--- src/rtl/al4s3b_fpga_wb_pkg.sv ---
// Shared definitions for the AL4S3B FPGA Wishbone initiator.
//
// Contents:
//   wb_state_e           - initiator FSM encoding (IDLE/BUS/RESP)
//   TIMEOUT_DATA_DEFAULT - response data returned when a responder never ACKs
//   DEFAULT_REG_VALUE    - value responder models return for unmapped reads
package al4s3b_fpga_wb_pkg;

  typedef enum logic [1:0] {
    StIdle = 2'd0,
    StBus  = 2'd1,
    StResp = 2'd2
  } wb_state_e;

  localparam logic [31:0] TIMEOUT_DATA_DEFAULT = 32'hDEAD_BEEF;
  localparam logic [31:0] DEFAULT_REG_VALUE    = 32'hDEFF_ABAC;

endpackage

--- src/rtl/al4s3b_fpga_wb_timeout_ctr.sv ---
// Clearable saturating cycle counter used to bound how long a Wishbone cycle
// may wait for ACK.
//
// Ports:
//   clk      - clock, rising edge
//   rst_n    - asynchronous active-low reset, count returns to 0
//   clear    - synchronous clear to 0 (wins over inc)
//   inc      - advance the count by one; holds at all-ones instead of wrapping
//   count    - current count
//   terminal - high while count equals LIMIT-1 (last permitted wait cycle)
module al4s3b_fpga_wb_timeout_ctr #(
  parameter  int unsigned LIMIT = 255,
  localparam int unsigned WIDTH = $clog2(LIMIT + 1)
) (
  input  logic             clk,
  input  logic             rst_n,
  input  logic             clear,
  input  logic             inc,
  output logic [WIDTH-1:0] count,
  output logic             terminal
);

  localparam logic [WIDTH-1:0] MaxCount  = '1;
  localparam logic [WIDTH-1:0] TermCount = WIDTH'(LIMIT - 1);

  logic [WIDTH-1:0] count_q, count_d;

  always_comb begin
    count_d = count_q;
    if (clear) begin
      count_d = '0;
    end else if (inc && (count_q != MaxCount)) begin
      count_d = count_q + 1'b1;
    end
  end

  always_ff @(posedge clk or negedge rst_n) begin
    if (!rst_n) begin
      count_q <= '0;
    end else begin
      count_q <= count_d;
    end
  end

  assign count    = count_q;
  assign terminal = (count_q == TermCount);

endmodule

--- src/rtl/al4s3b_fpga_wb_initiator.sv ---
// Wishbone initiator: converts single register-access requests (valid/ready)
// into classic single-transfer Wishbone cycles and returns read data or a
// timeout error over a second valid/ready channel.
//
// Ports:
//   WBm_CLK_i / WBm_RST_n_i        - clock and asynchronous active-low reset
//   REQ_VALID_i / REQ_READY_o      - request handshake
//   REQ_WE_i/ADR_i/BE_i/DAT_i      - request fields, latched on acceptance
//   RSP_VALID_o / RSP_READY_i      - response handshake
//   RSP_DAT_o / RSP_ERR_o          - read data (0 for writes) / timeout flag
//   WBm_ADR/CYC/STB/WE/BYTE_STB/DAT_o, WBm_DAT_i, WBm_ACK_i - Wishbone bus
//   BUSY_o                         - a transfer or its response is in flight
//
// Every output is a flop; next-state values are derived from the next FSM
// state so no input reaches an output combinationally.
module al4s3b_fpga_wb_initiator
  import al4s3b_fpga_wb_pkg::*;
#(
  parameter int unsigned ADDRWIDTH      = 17,
  parameter int unsigned TIMEOUT_CYCLES = 255,
  parameter logic [31:0] TIMEOUT_DATA   = TIMEOUT_DATA_DEFAULT
) (
  input  logic                 WBm_CLK_i,
  input  logic                 WBm_RST_n_i,

  input  logic                 REQ_VALID_i,
  output logic                 REQ_READY_o,
  input  logic                 REQ_WE_i,
  input  logic [ADDRWIDTH-1:0] REQ_ADR_i,
  input  logic [3:0]           REQ_BE_i,
  input  logic [31:0]          REQ_DAT_i,

  output logic                 RSP_VALID_o,
  input  logic                 RSP_READY_i,
  output logic [31:0]          RSP_DAT_o,
  output logic                 RSP_ERR_o,

  output logic [ADDRWIDTH-1:0] WBm_ADR_o,
  output logic                 WBm_CYC_o,
  output logic                 WBm_STB_o,
  output logic                 WBm_WE_o,
  output logic [3:0]           WBm_BYTE_STB_o,
  output logic [31:0]          WBm_DAT_o,
  input  logic [31:0]          WBm_DAT_i,
  input  logic                 WBm_ACK_i,

  output logic                 BUSY_o
);

  localparam int unsigned TimerWidth = $clog2(TIMEOUT_CYCLES + 1);

  wb_state_e state_q, state_d;

  logic                 req_ready_q, req_ready_d;
  logic                 rsp_valid_q, rsp_valid_d;
  logic [31:0]          rsp_dat_q, rsp_dat_d;
  logic                 rsp_err_q, rsp_err_d;
  logic [ADDRWIDTH-1:0] adr_q, adr_d;
  logic                 cyc_q, cyc_d;
  logic                 we_q, we_d;
  logic [3:0]           be_q, be_d;
  logic [31:0]          dat_q, dat_d;
  logic                 busy_q, busy_d;

  logic                  timer_clear;
  logic                  timer_inc;
  logic                  timer_done;
  logic [TimerWidth-1:0] timer_count;

  al4s3b_fpga_wb_timeout_ctr #(
    .LIMIT (TIMEOUT_CYCLES)
  ) u_timeout_ctr (
    .clk      (WBm_CLK_i),
    .rst_n    (WBm_RST_n_i),
    .clear    (timer_clear),
    .inc      (timer_inc),
    .count    (timer_count),
    .terminal (timer_done)
  );

  always_comb begin
    state_d     = state_q;
    rsp_dat_d   = rsp_dat_q;
    rsp_err_d   = rsp_err_q;
    adr_d       = adr_q;
    we_d        = we_q;
    be_d        = be_q;
    dat_d       = dat_q;
    timer_clear = 1'b0;
    timer_inc   = 1'b0;

    unique case (state_q)
      StIdle: begin
        // req_ready_q is the registered READY the requester actually sees.
        if (REQ_VALID_i && req_ready_q) begin
          adr_d       = REQ_ADR_i;
          we_d        = REQ_WE_i;
          be_d        = REQ_BE_i;
          dat_d       = REQ_DAT_i;
          timer_clear = 1'b1;
          state_d     = StBus;
        end
      end
      StBus: begin
        // ACK takes priority over a timeout landing on the same edge.
        if (WBm_ACK_i) begin
          rsp_dat_d = we_q ? 32'h0 : WBm_DAT_i;
          rsp_err_d = 1'b0;
          state_d   = StResp;
        end else if (timer_done) begin
          rsp_dat_d = TIMEOUT_DATA;
          rsp_err_d = 1'b1;
          state_d   = StResp;
        end else begin
          timer_inc = 1'b1;
        end
      end
      StResp: begin
        if (RSP_READY_i) begin
          state_d = StIdle;
        end
      end
      default: begin
        state_d = StIdle;
      end
    endcase

    // READY returns one edge after the response handshake, so a request can
    // never be taken on the edge that completes a response.
    req_ready_d = (state_d == StIdle);
    cyc_d       = (state_d == StBus);
    rsp_valid_d = (state_d == StResp);
    busy_d      = (state_d != StIdle);
  end

  always_ff @(posedge WBm_CLK_i or negedge WBm_RST_n_i) begin
    if (!WBm_RST_n_i) begin
      state_q     <= StIdle;
      req_ready_q <= 1'b0;
      rsp_valid_q <= 1'b0;
      rsp_dat_q   <= 32'h0;
      rsp_err_q   <= 1'b0;
      adr_q       <= '0;
      cyc_q       <= 1'b0;
      we_q        <= 1'b0;
      be_q        <= 4'h0;
      dat_q       <= 32'h0;
      busy_q      <= 1'b0;
    end else begin
      state_q     <= state_d;
      req_ready_q <= req_ready_d;
      rsp_valid_q <= rsp_valid_d;
      rsp_dat_q   <= rsp_dat_d;
      rsp_err_q   <= rsp_err_d;
      adr_q       <= adr_d;
      cyc_q       <= cyc_d;
      we_q        <= we_d;
      be_q        <= be_d;
      dat_q       <= dat_d;
      busy_q      <= busy_d;
    end
  end

  assign REQ_READY_o    = req_ready_q;
  assign RSP_VALID_o    = rsp_valid_q;
  assign RSP_DAT_o      = rsp_dat_q;
  assign RSP_ERR_o      = rsp_err_q;
  assign WBm_ADR_o      = adr_q;
  assign WBm_CYC_o      = cyc_q;
  assign WBm_STB_o      = cyc_q;
  assign WBm_WE_o       = we_q;
  assign WBm_BYTE_STB_o = be_q;
  assign WBm_DAT_o      = dat_q;
  assign BUSY_o         = busy_q;

endmodule

--- config.mk ---
export PLATFORM = sky130hd
export DESIGN_NAME = al4s3b_fpga_wb_initiator
export DESIGN_NICKNAME = d
export VERILOG_FILES = /design/src/rtl/al4s3b_fpga_wb_pkg.sv /design/src/rtl/al4s3b_fpga_wb_timeout_ctr.sv /design/src/rtl/al4s3b_fpga_wb_initiator.sv
export SDC_FILE = /design/constraint.sdc
export NUM_CORES = 1
export LEC_CHECK = 0
export BUFFER_PORTS_ARGS = -buffer_cell sky130_fd_sc_hd__buf_2
export CORE_MARGIN = 4
export CORE_UTILIZATION = 35
export DETAILED_ROUTE_END_ITERATION = 8
export SYNTH_ARGS = -nofsm -noshare
export SYNTH_HDL_FRONTEND = slang
export SYNTH_HIERARCHICAL = 1
export SYNTH_SLANG_ARGS = --single-unit
--- constraint.sdc ---
create_clock -name WBm_CLK_i -period 3.2 [get_ports WBm_CLK_i]
set_clock_uncertainty 0.05 [all_clocks]
set_input_delay 0.32 -clock WBm_CLK_i [delete_from_list [all_inputs] [get_ports WBm_CLK_i]]
set_output_delay 0.32 -clock WBm_CLK_i [all_outputs]
set_load 0.05 [all_outputs]
---- Yosys cells after proc, flatten, opt, wreduce, memory -nomap -nowiden ----
Index checks and enable logic that the tools add are counted.
operators by class
  add/subtract/negate cells ............... 1
  equality and inequality tests ........... 6
  muxes and demuxes ....................... 17
  reductions and logical operators ........ 9
operators with widths
  cell                                                              count
  32-bit 2-to-1 mux                                                 3
  8-bit 2-to-1 mux                                                  2
  8-bit by 1-bit adder with 8-bit output (second input constant)    1
  8-bit == test (second input constant)                             1
  2-bit 2-to-1 mux                                                  4
  8-bit != test (second input constant)                             1
  1-bit 2-to-1 mux                                                  7
  2-bit one-hot mux with 3 select lines                             1
  2-bit nonzero test                                                3
  2-bit by 1-bit == test with 1-bit output (second input constant)  2
  2-bit == test (second input constant)                             2
  2-bit zero test                                                   2
  2-bit AND reduction                                               2
  1-bit logical AND                                                 2
word-level totals
  register bits ........................... 101
  input port bits ......................... 91
  output and inout bits ................... 92
  word-level logic and storage cells ...... 45

---- Depth between registers and ports, before layout ----
  depth after elaboration ................. 7
  gate-level depth with buffers ........... 8
  mapped depth without buffers ............ 7

---- Cells and area by module ----
The synthesis kept the hierarchy.
modules (own cells, without submodules)
  module                      times used  cells an instance  area an instance (um^2)
  al4s3b_fpga_wb_initiator    1           252                3668.5
  al4s3b_fpga_wb_timeout_ctr  1           53                 495.5

---- Worst setup path after synthesis ----
Ideal clock, no wire load.
  path kind ............................... register to register
  start ................................... register u_timeout_ctr.count_q[2] (netlist: u_timeout_ctr/count[2])
  end ..................................... register u_timeout_ctr.count_q[7] (netlist: u_timeout_ctr/count[7])
  setup time .............................. 0.125 ns
  data arrival time ....................... 1.948 ns
  data required time ...................... 3.025 ns
  setup slack ............................. 1.077 ns
  stages on the path, launching flop included .. 9
  path buffers ............................ 2
  clock period less this slack ............ 2.123 ns
  cells stage by stage .................... dfrtp_1 and3_1 buf_4 and3_1 nor3_1 buf_2 and3_1 nand4_1 mux2_4
between the ends
  longest elaborated chain between the ends .. 6
ends and longest elaborated chain
  what                          line                              text
  start: declaration            al4s3b_fpga_wb_timeout_ctr.sv:26  logic [WIDTH-1:0] count_q, count_d;
  start signal: assignment      al4s3b_fpga_wb_timeout_ctr.sv:41  count_q <= count_d;
  8-bit == test                 al4s3b_fpga_wb_timeout_ctr.sv:46  assign terminal = (count_q == TermCount);
  net timer_done                al4s3b_fpga_wb_initiator.sv:67    logic timer_done;
  1-bit 2-to-1 mux              al4s3b_fpga_wb_initiator.sv:110   end else if (timer_done) begin
  1-bit 2-to-1 mux              al4s3b_fpga_wb_initiator.sv:106   if (WBm_ACK_i) begin
  1-bit 2-to-1 mux              al4s3b_fpga_wb_initiator.sv:92    unique case (state_q)
  net timer_inc                 al4s3b_fpga_wb_initiator.sv:66    logic timer_inc;
  1-bit logical AND             al4s3b_fpga_wb_timeout_ctr.sv:32  end else if (inc && (count_q != MaxCount)) begin
  2-bit nonzero test (no line)  -
The timed path passes the listed nets, and every way through them passes these cells. The select of a mux whose other input is x is not followed.
A chain may end at the register's enable or synchronous reset.

---- Worst setup path after layout ----
Same ends and word-level chain as after synthesis.

==> summary.txt <==
Outcome
  • Outcome: finished clean

Yosys
  • FFs w/ async S/R, synth: 100%
  • Synth Flop Type: dfrtp_1
  • Mean Syn Cell Area: 13.7 um^2
  • Register area share after synthesis: 60.7%
  • Register bit total from synthesis: 101
  • Synth top area share: 60.7%
  • Synth top area cells: dfrtp_1 61%, mux2_2 13%, o22a_1 5.0%
  • Mapped Nets: 398
  • Cells after Synth: 305
  • Netlist cell types: 37
  • Yosys warnings: 6
  • Post-synth top area cell: dfrtp_1
  • Syn Std Cell Area: 4160 um^2
  • Number of enable flip-flop cells after synthesis: 0

Floorplanning
  • Initial Util: 36.2%
  • Row Count: 39
  • Total die area: 13700 um^2
  • Die W: 117 um
  • Io pins: 183
  • Die Y: 117 um
  • CORE AREA: 11500 um^2

Global routing
  • Gr usage total: 14.2%
  • Largest net degree at the start of global routing: 69
  • Number of global-route vias before repair: 3066
  • First-pass GRT wire length: 15.2 mm
  • Total grt overflow: 0
  • Initial antenna violation count: 0

Clock network
  • Num CTS Buffers: 9
  • TritonCTS clock tree: yes
  • Clk root buf: clkbuf_16
  • Sink Count: 101
  • CTS resizes: 0
  • Clk slew on worst S/H paths: 0.07 ns
  • CTS Hold Bufs: 0
  • CTS max path bufs: 2
  • Post-CTS Setup Inserts: 0
  • Clock latency on the worst-skew pair: 0.34 ns
  • H-tree Lvls: 3

Setup path
  • Worst Path Max Fanout: 10
  • Worst Setup End Kind: register
  • Worst EP arrival: 2.37 ns
  • Worst EP required: 3.37 ns
  • Critical Path Slowest Stage Cell: dfrtp_1
  • CP max stage delay: 0.45 ns
  • Worst-path cell chain: and3_1 > and3_1 > nor3_1 > buf_4 > and3_1 > nand4_1 > mux2_4
  • Reg2reg start: u_timeout_ctr/count[2]
  • CP dominant cell by count: and3_1
  • Reg2reg setup slack: 1.00 ns
  • Reg2Reg Depth: 7
  • R2R Path End: u_timeout_ctr/count[7]
  • Startpoint types: register
  • Setup CP Type: reg2reg

Timing
  • Fin Setup TNS: 0 ns
  • Worst Tran Pin Value: 0.863 ns
  • Final setup fails: 0
  • F_max: 455 MHz
  • Tmin final: 2.20 ns
  • Worst slew margin: 42.3%
  • Fin crit share: 68.6%
  • Unrepaired setup endpoints after global routing: false
  • Final Hold Viols: 0
  • Fin. max-slew vios: 0
  • Hold_ws: 0.0271 ns

Min path
  • Hold crit path type: in2async

Final layout
  • Commonest cells after routing, fill and taps aside: 181 x buf_2, 101 x dfrtp_1, 49 x mux2_2, 26 x nor2b_1, 24 x o22a_1
  • # nets final: 576
  • # fillers: 1057
  • Leading cell type in the layout, fill and taps excluded: buf_2
  • Number of diodes: 0
  • Fraction of layout cells with a size suffix above 1: 53.3%
  • Area grow syn2layout: 31.9%

Route
  • DR iter-0 viols: 156
  • Vias: 3046
  • DRT Pass-1 Iters: 4
  • Top sig layer: met4
  • WL final: 9.74 mm
  • DR WL met3: 679 um
  • Met1 WL: 4.00 mm
  • Met2 routed WL: 4.84 mm
  • Residual DRC: 0
  • Wire length per cell: 15.4 um
  • Post-DR vias/cell: 4.83
  • Antenna-violating nets left: 0

Placement
  • RD Place Congestion: 0.720
  • Dpl hpwl: 7.07 mm
  • Port bufs: 182

Run
  • Max-Cap Viols: 0
==> cell families (layout without fill, tap and decap cells) <==
| kind of cell | count (synthesis) | after routing | share of synthesized area (%) |
|---|---|---|---|
| muxes | 56 | 56 | 15.2 |
| buffers and inverters | 25 | 208 | 3.79 |
| adders and majority gates | 2 | 2 | 0.601 |
| and+or+nand+nor | 72 | 72 | 10.7 |
| DFF | 101 | 101 | 60.7 |
| AOI/OAI and AO/OA | 49 | 49 | 8.98 |
==> metrics by stage <==
stage               util (%)  instances  worst slack, ns  instance area, um^2
global placement        44.9        615             1.08                 5170
CTS                     47.7        631             1.03                 5490
floorplan                  -        305             1.08                 4160
detailed placement      44.9        615             1.05                 5170
finish                  47.7        631             1.00                 5490
global route            47.7        631            0.921                 5490
==> final cells by class <==
type | count | area [um^2] | area share, %
Sequential cell | 101 | 2530 | 46.0
Multi-Input combinational cell | 179 | 1480 | 26.9
Timing Repair Buffer | 188 | 971 | 17.7
Clock buffer | 9 | 225 | 4.10
Tap cell | 143 | 179 | 3.26
Clock inverter | 7 | 97.6 | 1.78
Inverter | 4 | 15.0 | 0.273
==> worst max-delay path by stage <==
stage,startpoint,endpoint,slack (ns)
2_1_floorplan,u_timeout_ctr/count[2],u_timeout_ctr/count[7],1.08
3_3_place_gp,u_timeout_ctr/count[2],u_timeout_ctr/count[7],1.08
3_5_place_dp,u_timeout_ctr/count[2],u_timeout_ctr/count[7],1.05
4_1_cts,u_timeout_ctr/count[2],u_timeout_ctr/count[7],1.03
5_1_grt,u_timeout_ctr/count[2],u_timeout_ctr/count[7],0.92
6_report,u_timeout_ctr/count[2],u_timeout_ctr/count[7],1.00
==> critical path, delay by kind of cell, from the launching register on <==
family	cells	cell delay, ns
and+or+nand+nor	5	1.06
DFF	1	0.45
muxes	1	0.31
buffers and inverters	1	0.20
==> state kept, by name (all words and copies together), names as in the netlist <==
register	count
WBm_BYTE_STB_o	4
state_q	2
RSP_DAT_o	32
REQ_READY_o	1
u_timeout_ctr/count	8
WBm_CYC_o	1
WBm_WE_o	1
RSP_VALID_o	1
WBm_ADR_o	17
RSP_ERR_o	1
BUSY_o	1
WBm_DAT_o	32
==> cells in the mapped netlist, drive strengths merged, types with 2 or more instances <==
master,instances
o22a,24
nor2b,26
a21oi,5
ha,2
inv,4
nand2,11
a211oi,3
o21ai,8
dfrtp,101
buf,17
nand4b,8
clkbuf,4
nor2,5
nand3,5
nor3,6
and3,4
nand4,2
mux2,56
a21o,2
or2,2
==> routing by layer <==
metal	vias to the layer above	GRT usage [%]
met1	1477	18.1
met2	108	23.4
met5	-	0
met3	15	3.29
met4	0	6.12
li1	1446	-
Power is not shown: default switching activity piles up to over one toggle a cycle in this logic, so the estimate is an artifact.
